==> config.mk <==
export PLATFORM = sky130hd
export DESIGN_NAME = alu_issue_stage
export DESIGN_NICKNAME = d
export VERILOG_FILES = /design/src/rtl/definitions_pkg.sv /design/src/rtl/instr_fifo.sv /design/src/rtl/alu_issue_stage.sv
export SDC_FILE = /design/constraint.sdc
export NUM_CORES = 1
export LEC_CHECK = 0
export ABC_AREA = 0
export CAP_MARGIN = 0
export CORE_MARGIN = 8
export CORE_UTILIZATION = 40
export DETAILED_ROUTE_END_ITERATION = 8
export PLACE_DENSITY = 0.72
export SYNTH_ARGS = -nofsm -noshare
export SYNTH_HDL_FRONTEND = slang
export SYNTH_SLANG_ARGS = --single-unit
==> constraint.sdc <==
create_clock -name clk -period 4.2 [get_ports clk]
set_input_delay 0.84 -clock clk [delete_from_list [all_inputs] [get_ports clk]]
set_output_delay 0.84 -clock clk [all_outputs]
set_load 0.01 [all_outputs]
==> src/rtl/definitions_pkg.sv <==
// Shared ALU types: opcodes, operand signedness, data word, instruction word.
// Also hosts the optional issue counter width.
package definitions_pkg;

    typedef enum logic [2:0] {
        ADD,
        SUB,
        SL,
        SR,
        PASS_A
    } opcode_t;

    typedef enum logic {
        UNSIGNED,
        SIGNED
    } op_type_t;

    typedef union packed {
        logic signed [31:0] s_data;
        logic        [31:0] u_data;
    } data_t;

    typedef struct packed {
        opcode_t  opcode;
        op_type_t op_type;
        data_t    op_a;
        data_t    op_b;
    } instr_t;

    localparam int ISSUE_CNT_W = 16;

endpackage

==> src/rtl/instr_fifo.sv <==
// Instruction queue for the ALU issue stage: DEPTH entries, registered head.
// Ports: clk, rst, push/push_data, pop, head, full, empty.
module instr_fifo
    import definitions_pkg::*;
#(
    parameter int DEPTH = 4
) (
    input  logic   clk,
    input  logic   rst,
    input  logic   push,
    input  instr_t push_data,
    input  logic   pop,
    output instr_t head,
    output logic   full,
    output logic   empty
);

    localparam int AW = (DEPTH > 1) ? $clog2(DEPTH) : 1;
    localparam logic [AW:0] FULL_CNT = DEPTH[AW:0];

    logic [AW-1:0] wr_ptr_q, wr_ptr_d;
    logic [AW-1:0] rd_ptr_q, rd_ptr_d;
    logic [AW:0]   cnt_q, cnt_d;
    instr_t        mem_q [DEPTH];
    instr_t        mem_d [DEPTH];
    logic          do_push;
    logic          do_pop;

    assign full    = (cnt_q == FULL_CNT);
    assign empty   = (cnt_q == '0);
    assign head    = mem_q[rd_ptr_q];
    assign do_push = push && !full;
    assign do_pop  = pop && !empty;

    always_comb begin
        wr_ptr_d = wr_ptr_q;
        rd_ptr_d = rd_ptr_q;
        cnt_d    = cnt_q;
        mem_d    = mem_q;
        if (do_push) begin
            mem_d[wr_ptr_q] = push_data;
            // Power-of-two depth: pointer wraps naturally.
            wr_ptr_d = wr_ptr_q + 1'b1;
        end
        if (do_pop) begin
            rd_ptr_d = rd_ptr_q + 1'b1;
        end
        case ({do_push, do_pop})
            2'b10:   cnt_d = cnt_q + 1'b1;
            2'b01:   cnt_d = cnt_q - 1'b1;
            default: cnt_d = cnt_q;
        endcase
    end

    always_ff @(posedge clk) begin
        if (rst) begin
            wr_ptr_q <= '0;
            rd_ptr_q <= '0;
            cnt_q    <= '0;
        end else begin
            wr_ptr_q <= wr_ptr_d;
            rd_ptr_q <= rd_ptr_d;
            cnt_q    <= cnt_d;
        end
    end

    // Storage needs no reset; occupancy alone defines validity.
    always_ff @(posedge clk) begin
        mem_q <= mem_d;
    end

endmodule

==> src/rtl/alu_issue_stage.sv <==
// ALU issue stage: queue -> registered iw -> external ALU -> registered result.
// Ports: clk, rst, in_valid/in_instr/in_ready, iw/iw_valid, alu_out,
// res_valid/res_data/res_ready; issue_cnt when ALU_ISSUE_CNT_EN is defined.
module alu_issue_stage
    import definitions_pkg::*;
#(
    parameter int DEPTH = 4
) (
    input  logic   clk,
    input  logic   rst,
    input  logic   in_valid,
    input  instr_t in_instr,
    output logic   in_ready,
    output instr_t iw,
    output logic   iw_valid,
    input  data_t  alu_out,
    output logic   res_valid,
    output data_t  res_data,
    input  logic   res_ready
`ifdef ALU_ISSUE_CNT_EN
    ,
    output logic [ISSUE_CNT_W-1:0] issue_cnt
`endif
);

    instr_t iw_q, iw_d;
    logic   iw_valid_q, iw_valid_d;
    data_t  res_data_q, res_data_d;
    logic   res_valid_q, res_valid_d;

    instr_t q_head;
    logic   q_full;
    logic   q_empty;
    logic   q_push;
    logic   q_pop;
    logic   advance;

    // in_ready is a pure function of occupancy; no path from res_ready.
    assign in_ready = !q_full;
    assign q_push   = in_valid && in_ready;
    assign advance  = !res_valid_q || res_ready;
    assign q_pop    = advance && !q_empty;

    instr_fifo #(
        .DEPTH(DEPTH)
    ) u_fifo (
        .clk      (clk),
        .rst      (rst),
        .push     (q_push),
        .push_data(in_instr),
        .pop      (q_pop),
        .head     (q_head),
        .full     (q_full),
        .empty    (q_empty)
    );

    always_comb begin
        iw_d        = iw_q;
        iw_valid_d  = iw_valid_q;
        res_data_d  = res_data_q;
        res_valid_d = res_valid_q;
        if (advance) begin
            if (iw_valid_q) begin
                res_data_d  = alu_out;
                res_valid_d = 1'b1;
            end else if (res_ready) begin
                res_valid_d = 1'b0;
            end
            if (!q_empty) begin
                iw_d       = q_head;
                iw_valid_d = 1'b1;
            end else begin
                iw_valid_d = 1'b0;
            end
        end
    end

    always_ff @(posedge clk) begin
        if (rst) begin
            iw_q        <= '0;
            iw_valid_q  <= 1'b0;
            res_data_q  <= '0;
            res_valid_q <= 1'b0;
        end else begin
            iw_q        <= iw_d;
            iw_valid_q  <= iw_valid_d;
            res_data_q  <= res_data_d;
            res_valid_q <= res_valid_d;
        end
    end

    assign iw        = iw_q;
    assign iw_valid  = iw_valid_q;
    assign res_data  = res_data_q;
    assign res_valid = res_valid_q;

`ifdef ALU_ISSUE_CNT_EN
    logic [ISSUE_CNT_W-1:0] issue_cnt_q, issue_cnt_d;

    // Counts pops into iw; wraps at all-ones.
    always_comb begin
        issue_cnt_d = issue_cnt_q;
        if (q_pop) begin
            issue_cnt_d = issue_cnt_q + 1'b1;
        end
    end

    always_ff @(posedge clk) begin
        if (rst) begin
            issue_cnt_q <= '0;
        end else begin
            issue_cnt_q <= issue_cnt_d;
        end
    end

    assign issue_cnt = issue_cnt_q;
`endif

endmodule

==> results of run 1 <==
-- worst max path at each step --
stage	slack, ns	end	cells past startpoint
after global routing	1.26	in_ready	2
final	1.33	in_ready	2
after global placement	1.29	u_fifo.cnt_q[2]$_SDFFE_PP0P_	9
after floorplan	1.03	u_fifo.mem_q[0]$_DFFE_PP_	2
after detailed placement	1.23	u_fifo.mem_q[238]$_DFFE_PP_	3
after CTS	1.30	in_ready	2
-- cells in the mapped netlist (all sizes together) (2+ instances only) --
master / count
edfxtp: 272
dfxtp: 109
a22o: 68
mux4: 68
a21oi: 39
nand3: 34
o21ai: 34
clkbuf: 28
buf: 24
ha: 5
inv: 5
and3: 4
nand2: 3
nor2: 3
or3: 3
a21o: 2
nor3: 2
-- power by group --
group	internal, mW	leakage, nW	switching, mW
combinational	1.59	1.69	1.22
sequential	4.68	3.39	0.459
clock	1.88	0.587	1.41
total	8.15	5.67	3.09
-- flip-flops by register name, summed over array words and instances (netlist names) --
name,count
iw,68
iw_valid,1
res_data,32
res_valid,1
u_fifo.cnt_q,3
u_fifo.mem_q,272
u_fifo.rd_ptr_q,2
u_fifo.wr_ptr_q,2
-- critical path: stages (launching register included) --
cell             delay, ns
dfxtp_1               0.39
or3b_2                0.58
clkdlybuf4s50_1       0.55
-- cells by family (layout without fill, tap and decap cells) --
logic type,count (synthesis),count (layout),synth area share
buf+inv,57,298,0.0191
flops,381,381,0.765
compound gates,145,145,0.0737
simple gates,52,52,0.0205
mux,69,69,0.114
other cells,0,2,0
xor+xnor,2,2,0.00130
fa+ha+maj,6,6,0.00611
-- layout make-up --
class / count / area, um2
Antenna cell: 2 / 5.00
Clock buffer: 54 / 1070
Clock inverter: 19 / 159
Fill cell: 2654 / 16100
Inverter: 5 / 18.8
Multi-Input combinational cell: 274 / 2950
Sequential cell: 381 / 10400
Tap cell: 448 / 561
Timing Repair Buffer: 220 / 2200
-- per-layer routing --
| layer | vias up | GRT usage |
|---|---|---|
| met5 | - | 0 |
| li1 | 3305 | - |
| met4 | 0 | 0.0488 |
| met2 | 218 | 0.238 |
| met1 | 3677 | 0.189 |
| met3 | 46 | 0.0322 |
-- stage by stage --
stage          total power [mW]  worst slack [ns]
2_1_floorplan              6.70              1.03
3_3_place_gp               8.05              1.29
3_5_place_dp               8.09              1.23
4_1_cts                    11.4              1.30
5_1_grt                    11.8              1.26
6_report                   11.2              1.33
==> summary.md, run 1 <==
| Metric | Value |
|---|---|
| CP max FO | 10 |
| Post-route clock period utilization | 0.684 |
| Outcome | finished, final reports clean |
| Relative slew slack | 0.280 |
| Hold slack | 0.475 ns |
| Fin util | 0.518 |
| Die width | 200 um |
| Arrival time worst endpoint | just over 2 ns |
| Hold path start | res_data[6]$_SDFFE_PP0P_ |
| Congestion Overflow GR | 0 |
| Initial core utilization | 0.404 |
| # rows | 67 |
| R2r worst-path depth | 8 |
| CTS clk-pin slew, worst paths | 0.06 ns |
| Clock Skew | around 0.021 ns |
| Die Span Y | 200 um |
| RSZ-0062 raised after global routing | false |
| Worst VDD drop | 0.398 mV |
| Sink Count | 381 |
| Fmax | approximately 350 MHz |
| Finished Layout Cells | approximately 1,400 |
| Clock Latency Late Sink | 0.52 ns |
| Top layer in use | met4 |
| Synth Warn # | 0 |
| Avg Cell Area, Syn | 19.0 um2 |
| Worst slew pin tran | 1.08 ns |
| Post-route design area | 0.0173 mm2 |
| Total track usage | 0.145 |
| Synth cell types | 32 |
| Clock buffer depth | 3 |
| Worst EP required | 3.36 ns |
| Net Count, Synth | around 800 |
| Vias in the first global route | 7,523 |
| Pin count of the biggest net entering global routing | 71 |
| Final Slew Violations | 0 |
| Synth Flop Type | edfxtp_1 |
| Routed wl met3 | 1620 um |
| Sequential-to-total area share from yosys stat | 0.765 |
| Core area | 0.0334 mm2 |
| P&R area growth vs syn | 28.1% |
| Crit Path Category | reg -> out |
| M1 WL | around 13,000 um |
| Hold depth | 2 |
| I/O Buffers | slightly above 200 |
| Area leader, netlist | edfxtp_1 |
| CTS buffer count | 40 |
| Fin. Hold Viols | 0 |
| Top cell type's share of synthesized area | 0.604 |
| Async S/R FF share, synth | 0 |
| Vias per inst | ~5.2 |
| Final RePlAce weighted congestion | ~0.73 |
| Leading cell types in the layout, fill and taps excluded | 272 x edfxtp_1, 206 x clkdlybuf4s50_1, 107 x dfxtp_1, 68 x mux4_2, 68 x a22o_1 |
| CTS Hold Buffers Added | 0 |
| Crit. Startpoint | u_fifo.cnt_q[2]$_SDFFE_PP0P_ |
| First-pass GRT wire length | 44,600 um |
| Vias | 7,246 |
| RR Endpoint | u_fifo.cnt_q[2]$_SDFFE_PP0P_ |
| Number of setup violations in the final report | 0 |
| Nets | between 1,000 and 1,500 |
| Pwr/cell area | 649 mW/mm2 |
| I/O Pins | 207 |
| Period minus WS final | 2.87 ns |
| Sum Neg Setup Slack | 0 ns |
| Initial antenna violation count | 2 |
| Routed length per placed instance | 20.9 um |
| Seq cells post-synth | 381 |
| Number of synthesized flops with an enable pin | 272 |
| Share of cells above drive strength 1 | 0.158 |
| Max cap viols | 0 |
| Cell Area, Placed | 0.0161 mm2 |
| Detail Route Antenna Nets | 0 |
| Most common cell after layout, fill and taps aside | edfxtp_1 |
| CTS root buffer | clkbuf_16 |
| Detailed Route Iter0 Violations | between 400 and 500 |
| Wire length on met2 | around 14,000 um |
| Setup Buffers After CTS | 0 |
| CTS tree | built |
| Synth Instances | 712 |
| Crit start category | register |
| Drt pass-1 iters | 5 |
| Static Leak | about 5.7 nW |
| HP Class | reg -> reg |
| Syn Std Cell Area | around 0.014 mm2 |
| Inst Count DP | 1,328 |
| Hpwl dp | 17,800 um |
| Post_cts resized | 0 |
| Hold Path Sink | res_data[6]$_SDFFE_PP0P_ |
| Final wirelength | 29,300 um |
| Die ar. | roughly 0.04 mm2 |
| R2r startpoint | u_fifo.cnt_q[0]$_SDFFE_PP0P_ |
| Critical Path Sink Type | primary output |
| Top post-synthesis cells by area | edfxtp_1 60%, dfxtp_1 16%, mux4_2 11% |
| Reg2reg setup slack | 1.91 ns |
| DRC | 0 |
| H-Tree Depth | 2 |
(Power assumes the default switching activity.)
==> run 2: changes to the inputs <==
==> constraint.sdc (replaced) <==
create_clock -name clk -period 2.74 [get_ports clk]
set_input_delay 0.548 -clock clk [delete_from_list [all_inputs] [get_ports clk]]
set_output_delay 0.548 -clock clk [all_outputs]
set_load 0.01 [all_outputs]
==> run 2 against run 1 <==
  * Die area did not move
  * Routed wire length rose by 1.5%
  * Largest power group unchanged
  * Total power rose by 58%
==> summary.md, run 2 (synthesized netlist as in run 1, its figures left out) <==
| Metric | Value |
|---|---|
| Crit Path Category | reg -> out (unchanged) |
| R2r startpoint | u_fifo.cnt_q[0]$_SDFFE_PP0P_ (unchanged) |
| Area of the multi-input gates | 0.00295 mm2 (unchanged) |
| P&R area growth vs syn | 29.8% (was 28.1%) |
| Final Slew Violations | 0 (unchanged) |
| Clock Latency Late Sink | 0.53 ns (was 0.52 ns) |
| Reg2reg setup slack | 0.44 ns (was 1.91 ns) |
| Sink Count | 381 (unchanged) |
| Critical Path Sink Type | primary output (unchanged) |
| Period minus WS final | approximately 2.6 ns |
| CTS clk-pin slew, worst paths | 0.06 ns (about the same) |
| Core area | 0.0334 mm2 (unchanged) |
| RSZ-0062 raised after global routing | false (unchanged) |
| Sum Neg Setup Slack | 0 ns (unchanged) |
| Total track usage | 0.147 (was 0.145) |
| Pin count of the biggest net entering global routing | 69 (was 71) |
| Share of cells above drive strength 1 | 0.163 (was 0.158) |
| Crit. Startpoint | u_fifo.cnt_q[2]$_SDFFE_PP0P_ (unchanged) |
| Initial antenna violation count | 3 (was 2) |
| H-Tree Depth | 2 (unchanged) |
| Fin util | 0.525 (was 0.518) |
| Hold slack | 0.473 ns (was 0.475 ns) |
| R2r worst-path depth | 8 (unchanged) |
| Vias in the first global route | 7,753 (was 7,523) |
| Hpwl dp | 17,300 um (was 17,800 um) |
| Fin. Hold Viols | 0 (unchanged) |
| Pwr/cell area | 1010 mW/mm2 (was 649 mW/mm2) |
| Post-route clock period utilization | 0.938 |
| Relative slew slack | 0.391 (was 0.280) |
| Clock Skew | 0.00964 ns (was 0.0208 ns) |
| Crit start category | register (unchanged) |
| Nets | 1,036 (was 1,032) |
| Worst slew pin tran | 0.913 ns (was 1.08 ns) |
| Pre-CTS setup slack | 0.0704 ns (was 1.23 ns) |
| Number of setup violations in the final report | 0 (unchanged) |
| Post_cts resized | 0 (unchanged) |
| RR Endpoint | u_fifo.cnt_q[2]$_SDFFE_PP0P_ (unchanged) |
| CTS buffer count | 41 (was 40) |
| Detailed Route Iter0 Violations | 318 (was 422) |
| Worst path cell trace | or3b_2, clkdlybuf4s50_1 (unchanged) |
| Setup slack after layout | 0.171 ns (was 1.33 ns) |
| Max FFs per register | 272 (unchanged) |
| DRC | 0 (unchanged) |
| Detail Route Antenna Nets | 0 (unchanged) |
| Worst VDD drop | 0.568 mV (was 0.398 mV) |
| Max stage delay cell, worst path | or3b_2 (unchanged) |
| CP max FO | 10 (unchanged) |
| Critical path depth | 2 (unchanged) |
| CTS root buffer | clkbuf_16 (unchanged) |
| Slowest stage delay, CP | 0.58 ns (about the same) |
| Initial core utilization | 0.404 (unchanged) |
| Congestion Overflow GR | 0 (unchanged) |
| Worst EP required | 2.19 ns (was 3.36 ns) |
| I/O Pins | 207 (unchanged) |
| Most common cell after layout, fill and taps aside | edfxtp_1 (unchanged) |
| Vias | 7,177 (was 7,246) |
| Die Span Y | 200 um (unchanged) |
| Static Leak | 5.79 nW (was 5.67 nW) |
| Leading cell types in the layout, fill and taps excluded | 272 x edfxtp_1, 206 x clkdlybuf4s50_1, 107 x dfxtp_1, 68 x mux4_2, 68 x a22o_1 (unchanged) |
| Clock buffer depth | 3 (unchanged) |
| Buf/Inv on CP | 1 (unchanged) |
| CTS Hold Buffers Added | 0 (unchanged) |
| Outcome | finished, final reports clean (unchanged) |
| I/O Buffers | 206 (unchanged) |
| Final wirelength | 29,800 um (was 29,300 um) |
| CTS tree | built (unchanged) |
| End of the critical path | in_ready (unchanged) |
| Fmax | 389 MHz |
| HP Class | reg -> reg (unchanged) |
| Drt pass-1 iters | 6 (was 5) |
| Vias per inst | 5.10 (was 5.16) |
| Setup Buffers After CTS | 0 (unchanged) |
| Largest Register | u_fifo.mem_q (unchanged) |
| Die width | 200 um (unchanged) |
| Die ar. | 0.0400 mm2 (unchanged) |
| First-pass GRT wire length | 44,900 um (was 44,600 um) |
| Reg area | 0.0104 mm2 (unchanged) |
| Design Power | 17.7 mW (was 11.2 mW) |
| Arrival time worst endpoint | 2.02 ns (was 2.03 ns) |
| Routed length per placed instance | 21.1 um (was 20.9 um) |
| Filler cell count | 2,667 (was 2,654) |
| Final RePlAce weighted congestion | 0.718 (was 0.734) |
| Top cell family by delay on the critical path | simple AND/OR/NAND/NOR gates (unchanged) |
| # rows | 67 (unchanged) |
| Max cap viols | 0 (unchanged) |
-- run 2: per-layer routing --
layer | routed length (um) | share of wire | track usage | vias up
li1 | - | - | - | 3306
met1 | 12200 | 0.41 | 0.178 | 3618
met2 | 15200 | 0.51 | 0.255 | 193
met3 | 1570 | 0.053 | 0.0354 | 56
met4 | 845 | 0.028 | 0.0482 | 4
met5 | 23 | 0.00077 | 0 | -
-- run 2: where the power goes --
group / switching [mW] / total (mW) / internal, mW / leakage (nW)
clock: 2.14 / 5.46 / 3.32 / 0.666
combinational: 2.04 / 4.55 / 2.51 / 1.73
sequential: 0.548 / 7.73 / 7.18 / 3.39
total: 4.73 / 17.7 / 13.0 / 5.79
-- run 2: per-stage QoR --
| step | instance area (um2) | instances |
|---|---|---|
| after floorplan | 13500 | 712 |
| final | 17600 | 1408 |
| after global routing | 17600 | 1407 |
| after CTS | 17600 | 1406 |
| after detailed placement | 16200 | 1331 |
| after global placement | 16200 | 1331 |
-- run 2: area by class of cell --
class,instances,share of cell area
clock inverter,17,0.0120
clock buffer,58,0.0656
sequential,381,0.590
multi-input combinational,274,0.168
tap,448,0.0319
inverter,5,0.00107
antenna,2,0.000285
timing repair buffer,223,0.131
-- run 2: worst min-delay path by stage --
stage / startpoint / endpoint / slack, ns / cells past startpoint
floorplan: u_fifo.cnt_q[2]$_SDFFE_PP0P_ / u_fifo.cnt_q[2]$_SDFFE_PP0P_ / 0.48 / 2
global placement: iw[62]$_SDFFE_PP0P_ / iw[62]$_SDFFE_PP0P_ / 0.46 / 1
global route: res_data[17]$_SDFFE_PP0P_ / res_data[17]$_SDFFE_PP0P_ / 0.49 / 2
finish: iw[30]$_SDFFE_PP0P_ / iw[30]$_SDFFE_PP0P_ / 0.47 / 1
detailed placement: iw[12]$_SDFFE_PP0P_ / iw[12]$_SDFFE_PP0P_ / 0.47 / 1
CTS: res_data[27]$_SDFFE_PP0P_ / res_data[27]$_SDFFE_PP0P_ / 0.48 / 2
==> run 3: changes to the inputs <==
--- a/config.mk
+++ b/config.mk
@@ -7,9 +7,12 @@
 export LEC_CHECK = 0
 export ABC_AREA = 0
 export CAP_MARGIN = 0
+export CELL_PAD_IN_SITES_DETAIL_PLACEMENT = 1
+export CELL_PAD_IN_SITES_GLOBAL_PLACEMENT = 1
 export CORE_MARGIN = 8
 export CORE_UTILIZATION = 40
 export DETAILED_ROUTE_END_ITERATION = 8
+export DONT_BUFFER_PORTS = 1
 export PLACE_DENSITY = 0.72
 export SYNTH_ARGS = -nofsm -noshare
 export SYNTH_HDL_FRONTEND = slang
==> run 3 against run 2 <==
  * Combinational power down 36%
  * Clock power shrank 4.8%
  * Core utilization is 6.4 points lower
  * Non-clock buffer count decreased by 201
  * Clock-buffer cell count down 2
  * Register-to-register slack about the same
  * Via count is 8.9% lower
  * Routed wire length is 1.5% higher
  * Worst hold slack got worse by 0.40 ns
  * First-iteration DRC count shrank 25%
  * Critical path type is now reg -> reg
  * Critical endpoint is now u_fifo.cnt_q[2]$_SDFFE_PP0P_
  * Largest cell class unchanged
==> summary.md, run 3 (synthesized netlist as in run 1, its figures left out) <==
| Metric | Value |
|---|---|
| Crit start category | register (unchanged) |
| Fin. Hold Viols | 0 (unchanged) |
| CTS tree | built (unchanged) |
| Reg area | 0.0104 mm2 (unchanged) |
| Vias | 6,536 (was 7,177) |
| Filler cell count | 3,090 (was 2,667) |
| I/O Buffers | 0 (was 206) |
| Max cap viols | 0 (unchanged) |
| Detailed Route Iter0 Violations | 239 (was 318) |
| HP Class | in -> reg (was reg -> reg) |
| Final RePlAce weighted congestion | 0.700 (was 0.718) |
| Fmax | 435 MHz (was 389 MHz) |
| CTS root buffer | clkbuf_16 (unchanged) |
| Area of the multi-input gates | 0.00295 mm2 (unchanged) |
| Die width | 200 um (unchanged) |
| I/O Pins | 207 (unchanged) |
| Fin util | 0.461 (was 0.525) |
| CTS buffer count | 41 (unchanged) |
| Total track usage | 0.150 (was 0.147) |
| Die Span Y | 200 um (unchanged) |
| Core area | 0.0334 mm2 (unchanged) |
| Initial core utilization | 0.404 (unchanged) |
| Worst EP required | 3.21 ns (was 2.19 ns) |
| # rows | 67 (unchanged) |
| Congestion Overflow GR | 0 (unchanged) |
| P&R area growth vs syn | 14.1% (was 29.8%) |
| Number of setup violations in the final report | 0 (unchanged) |
| Vias in the first global route | 7,203 (was 7,753) |
| Routed length per placed instance | 25.0 um (was 21.1 um) |
| Number of diodes | 0 (was 2) |
| RSZ-0062 raised after global routing | false (unchanged) |
| Arrival time worst endpoint | 2.77 ns (was 2.02 ns) |
| Static Leak | 5.00 nW (was 5.79 nW) |
| Detail Route Antenna Nets | 0 (unchanged) |
| Clock buffer depth | 3 (unchanged) |
| H-Tree Depth | 2 (unchanged) |
| Initial antenna violation count | 0 (was 3) |
| Crit Path Category | reg -> reg (was reg -> out) |
| Largest Register | u_fifo.mem_q (unchanged) |
| CTS Hold Buffers Added | 0 (unchanged) |
| Period minus WS final | 2.30 ns (was 2.57 ns) |
| Worst slew pin tran | 0.884 ns (was 0.913 ns) |
| Sum Neg Setup Slack | 0 ns (unchanged) |
| First-pass GRT wire length | 45,100 um (was 44,900 um) |
| Pin count of the biggest net entering global routing | 45 (was 69) |
| Nets | 835 (was 1,036) |
| Relative slew slack | 0.410 (was 0.391) |
| Max FFs per register | 272 (unchanged) |
| Pwr/cell area | 1050 mW/mm2 (was 1010 mW/mm2) |
| Final Slew Violations | 0 (unchanged) |
| Post-route clock period utilization | 0.840 (was 0.938) |
| Clock Skew | 0.0240 ns (was 0.00964 ns) |
| Critical Path Sink Type | register (was primary output) |
| CP max FO | 5 (was 10) |
| Post_cts resized | 0 (unchanged) |
| Vias per inst | 5.42 (was 5.10) |
| Leading cell types in the layout, fill and taps excluded | 272 x edfxtp_1, 107 x dfxtp_1, 68 x mux4_2, 68 x a22o_1, 41 x clkbuf_16 (was 272 x edfxtp_1, 206 x clkdlybuf4s50_1, 107 x dfxtp_1, 68 x mux4_2, 68 x a22o_1) |
| Most common cell after layout, fill and taps aside | edfxtp_1 (unchanged) |
| CTS clk-pin slew, worst paths | 0.06 ns (about the same) |
| DRC | 0 (unchanged) |
| Sink Count | 381 (unchanged) |
| Outcome | finished, final reports clean (unchanged) |
| Worst VDD drop | 0.588 mV (was 0.568 mV) |
| Share of cells above drive strength 1 | 0.208 (was 0.163) |
| Clock Latency Late Sink | 0.56 ns (was 0.53 ns) |
| Final wirelength | 30,200 um (was 29,800 um) |
| Reg2reg setup slack | 0.44 ns (about the same) |
| Drt pass-1 iters | 4 (was 6) |
| Setup Buffers After CTS | 0 (unchanged) |
| Hpwl dp | 19,000 um (was 17,300 um) |
| Die ar. | 0.0400 mm2 (unchanged) |
## run 3: critical path: stages, from the launching register on
cell,delay [ns]
dfxtp_1,0.36
or3_4,0.42
nand2_1,0.11
inv_1,0.07
ha_1,0.24
fa_1,0.44
xnor2_1,0.15
or3_1,0.31
a21oi_1,0.14
## run 3: final cells by class
cell class / instances / area share
Multi-Input combinational cell: 274 / 0.191
Tap cell: 448 / 0.0363
Sequential cell: 381 / 0.671
Inverter: 5 / 0.00122
Clock buffer: 56 / 0.0708
Clock inverter: 20 / 0.0117
Timing Repair Buffer: 22 / 0.0172
## run 3: final timing paths
kind	start	end	depth (start not counted)
worst max register to register	u_fifo.cnt_q[0]$_SDFFE_PP0P_	u_fifo.cnt_q[2]$_SDFFE_PP0P_	8
worst min register to register	u_fifo.cnt_q[2]$_SDFFE_PP0P_	u_fifo.cnt_q[2]$_SDFFE_PP0P_	2
worst min-delay path	rst	res_data[26]$_SDFFE_PP0P_	1
worst max-delay path	u_fifo.cnt_q[0]$_SDFFE_PP0P_	u_fifo.cnt_q[2]$_SDFFE_PP0P_	8
## run 3: power by group
part / switching [mW] / internal, mW / leakage, nW / total (mW)
registers: 0.988 / 7.19 / 3.39 / 8.17
clock network: 2.19 / 3.01 / 0.621 / 5.20
logic: 1.43 / 1.47 / 0.989 / 2.90
## run 3: per-stage QoR
| step | hold slack [ns] | power, mW | setup slack, ns | cells | instance area, um2 |
|---|---|---|---|---|---|
| floorplan | 0.480 | 10.3 | 0.521 | 712 | 13500 |
| detailed placement | 0.514 | 11.3 | 0.451 | 1130 | 14200 |
| finish | 0.0765 | 16.3 | 0.439 | 1206 | 15400 |
| CTS | 0.0368 | 16.6 | 0.426 | 1206 | 15400 |
| global placement | 0.495 | 11.2 | 0.517 | 1130 | 14200 |
| global route | 0.0456 | 17.0 | 0.298 | 1206 | 15400 |
## run 3: metal layers
metal	GRT usage	share of wire
met4	0.0545	0.023
met5	0	0
met3	0.0505	0.077
met1	0.171	0.39
met2	0.262	0.51
==> patch: new RTL, flow settings as in run 2 <==
`DEPTH` is set to 4 in 2 places; all go to 8.
--- a/src/rtl/instr_fifo.sv
+++ b/src/rtl/instr_fifo.sv
@@ -5,3 +5,3 @@
 #(
-    parameter int DEPTH = 4
+    parameter int DEPTH = 8
 ) (
--- a/src/rtl/alu_issue_stage.sv
+++ b/src/rtl/alu_issue_stage.sv
@@ -6,3 +6,3 @@
 #(
-    parameter int DEPTH = 4
+    parameter int DEPTH = 8
 ) (
Formal check against the unedited RTL: not equivalent (Yosys sat finds a counterexample within 10 cycles, from zero or initial values and one cycle with rst high).
==> patch against run 2 <==
- setup slack worse by 0.069 ns
- area after synthesis grew 78%
- wire length increased by 79%
- critical path depth is the same
- power is 69% higher
- non-clock buffer count rose by 32
- via count up 70%
- cell area is 69% higher
- sequential cell count rose by 275
- largest cell class unchanged
- largest power group unchanged
- highest routed layer unchanged
==> patch: results (changes against run 2) <==
stage	metric	value	unit	change
grt	grt_max_degree	99		+43%
logic_synthesis	synth_common_cells	edfxtp_1 (544), mux4_2 (136), dfxtp_1 (112), nor2_1 (82)		
clock_tree	post_cts_buffers	0		unchanged
pwr	clock_power	9040	uW	+66%
logic_synthesis	async_flop_share	0	%	unchanged
logic_synthesis	synth_nets	1344		+64%
clock_tree	cts_buffer_depth	3		unchanged
logic_synthesis	yosys_warnings	0		unchanged
timing	fmax	379	MHz	-2.6%
logic_synthesis	synth_edf_count	544		+100%
grt	grt_pass1_vias	12900		+67%
critical_path	crit_fanout	6		-4
place	gp_routability_congestion	0.761		+6.0%
routing	viasPerCell	5.25		+3.0%
clock_tree	worst_skew_pair.late_latency	0.59	ns	+0.06 ns
layout	largest_reg_flops	544		+100%
critical_path	worst_path_dominant_cell_family	simple AND/OR/NAND/NOR gates		
place	portBuffers	206		unchanged
pwr	p_comb	8360	uW	+84%
clock_tree	clkTransAtPathRegs	0.06	ns	about the same
worst_hold_path	hp-class	flip-flop to flip-flop		
pwr	p_leak	0.00945	uW	+63%
pwr	vdd_drop_max	0.865	mV	+52%
clock_tree	cts_tree	built		
critical_path	cp_slowest_cell	or4b_4		
timing	skew	0.0211	ns	+0.0115 ns
timing	worstMarginPinSlew	1.08	ns	+0.165 ns
clock_tree	cts_hold_buf	0		unchanged
logic_synthesis	synth.area.top_cells	edfxtp_1 (68%), mux4_2 (13%), dfxtp_1 (9.3%)		
clock_tree	ctsResizeCount	0		unchanged
routing	routed_wl	53400	um	+79%
routing	drt_pass1_iterations	5		-1
grt	grt_pass1_wl	80000	um	+78%
clock_tree	cts_max_level	3		+1
logic_synthesis	ys_seq_area_share	77.3	%	+0.80 points
critical_path	arrival	2.09	ns	+0.07 ns
layout	nets	1594		+54%
critical_path	slowest_delay	0.61	ns	+0.03 ns
layout	drive_above_1_share	21.6	%	+5.3 points
pwr	p_sw	8660	uW	+83%
grt	grt_antenna_before_repair	9		+6
run_status	status	completed		
clock_tree	cts_buffers	69		+68%
clock_tree	root_buffer	clkbuf_16		
grt	track_usage	15.6	%	+0.91 points
place	dp_hpwl	29900	um	+73%
place	postPlaceCellArea	27500	um2	+70%
place	pre_cts_ws	0.0538	ns	-0.0166 ns
routing	drt_iter0_drc	1020		+220%
logic_synthesis	netlist-cell-type-count	34		+6.3%
==> patch: cell types whose count changed after synthesis, moves of 31 or more <==
cell	before	now
nor2_1	3	82
a22o_1	68	0
nand2_1	3	68
edfxtp_1	272	544
o21ai_0	34	3
nor3_1	1	43
o22ai_1	0	68
mux4_2	68	136
==> patch: path summary, 6_finish.rpt <==
| check | from | to | slack [ns] | depth (start not counted) |
|---|---|---|---|---|
| min | res_data[27] | res_data[27] | 0.45 | 2 |
| max reg2reg | u_fifo.cnt_q[3] | u_fifo.cnt_q[2] | 0.21 | 9 |
| max | u_fifo.cnt_q[0] | in_ready | 0.10 | 2 |
| min reg2reg | res_data[27] | res_data[27] | 0.45 | 2 |
==> patch: routing by layer <==
metal / wire length, um / part of all wire [%] / track usage (%)
met1: 22600 / 42 / 20.3
met2: 25900 / 49 / 25.5
met3: 3910 / 7.3 / 4.19
met4: 875 / 1.6 / 4.69
met5: 47 / 0.088 / 0
==> patch: metrics by stage <==
step	total power [uW]	cells
floorplan	17800	1235
global placement	21100	2196
detailed placement	21300	2196
CTS	30400	2322
global route	31400	2324
finish	30000	2328
==> patch: layout make-up <==
| type | instances | area [um2] |
|---|---|---|
| Fill cell | 4770 | 30200 |
| Sequential cell | 656 | 18600 |
| Multi-Input combinational cell | 501 | 5170 |
| Timing Repair Buffer | 255 | 2750 |
| Clock buffer | 90 | 1890 |
| Tap cell | 782 | 978 |
| Clock inverter | 36 | 329 |
| Antenna cell | 6 | 15.0 |
| Inverter | 2 | 7.51 |
==> patch: kinds of logic after synthesis <==
kind of cell	after synthesis	share of synthesized area [%]
xor gates and xnor gates	7	0.255
DFF	656	77.3
muxes	139	12.9
buffers and inverters	78	1.64
adders and majority gates	5	0.260
AOI/OAI and AO/OA	108	2.61
and+or+nand+nor	242	5.04
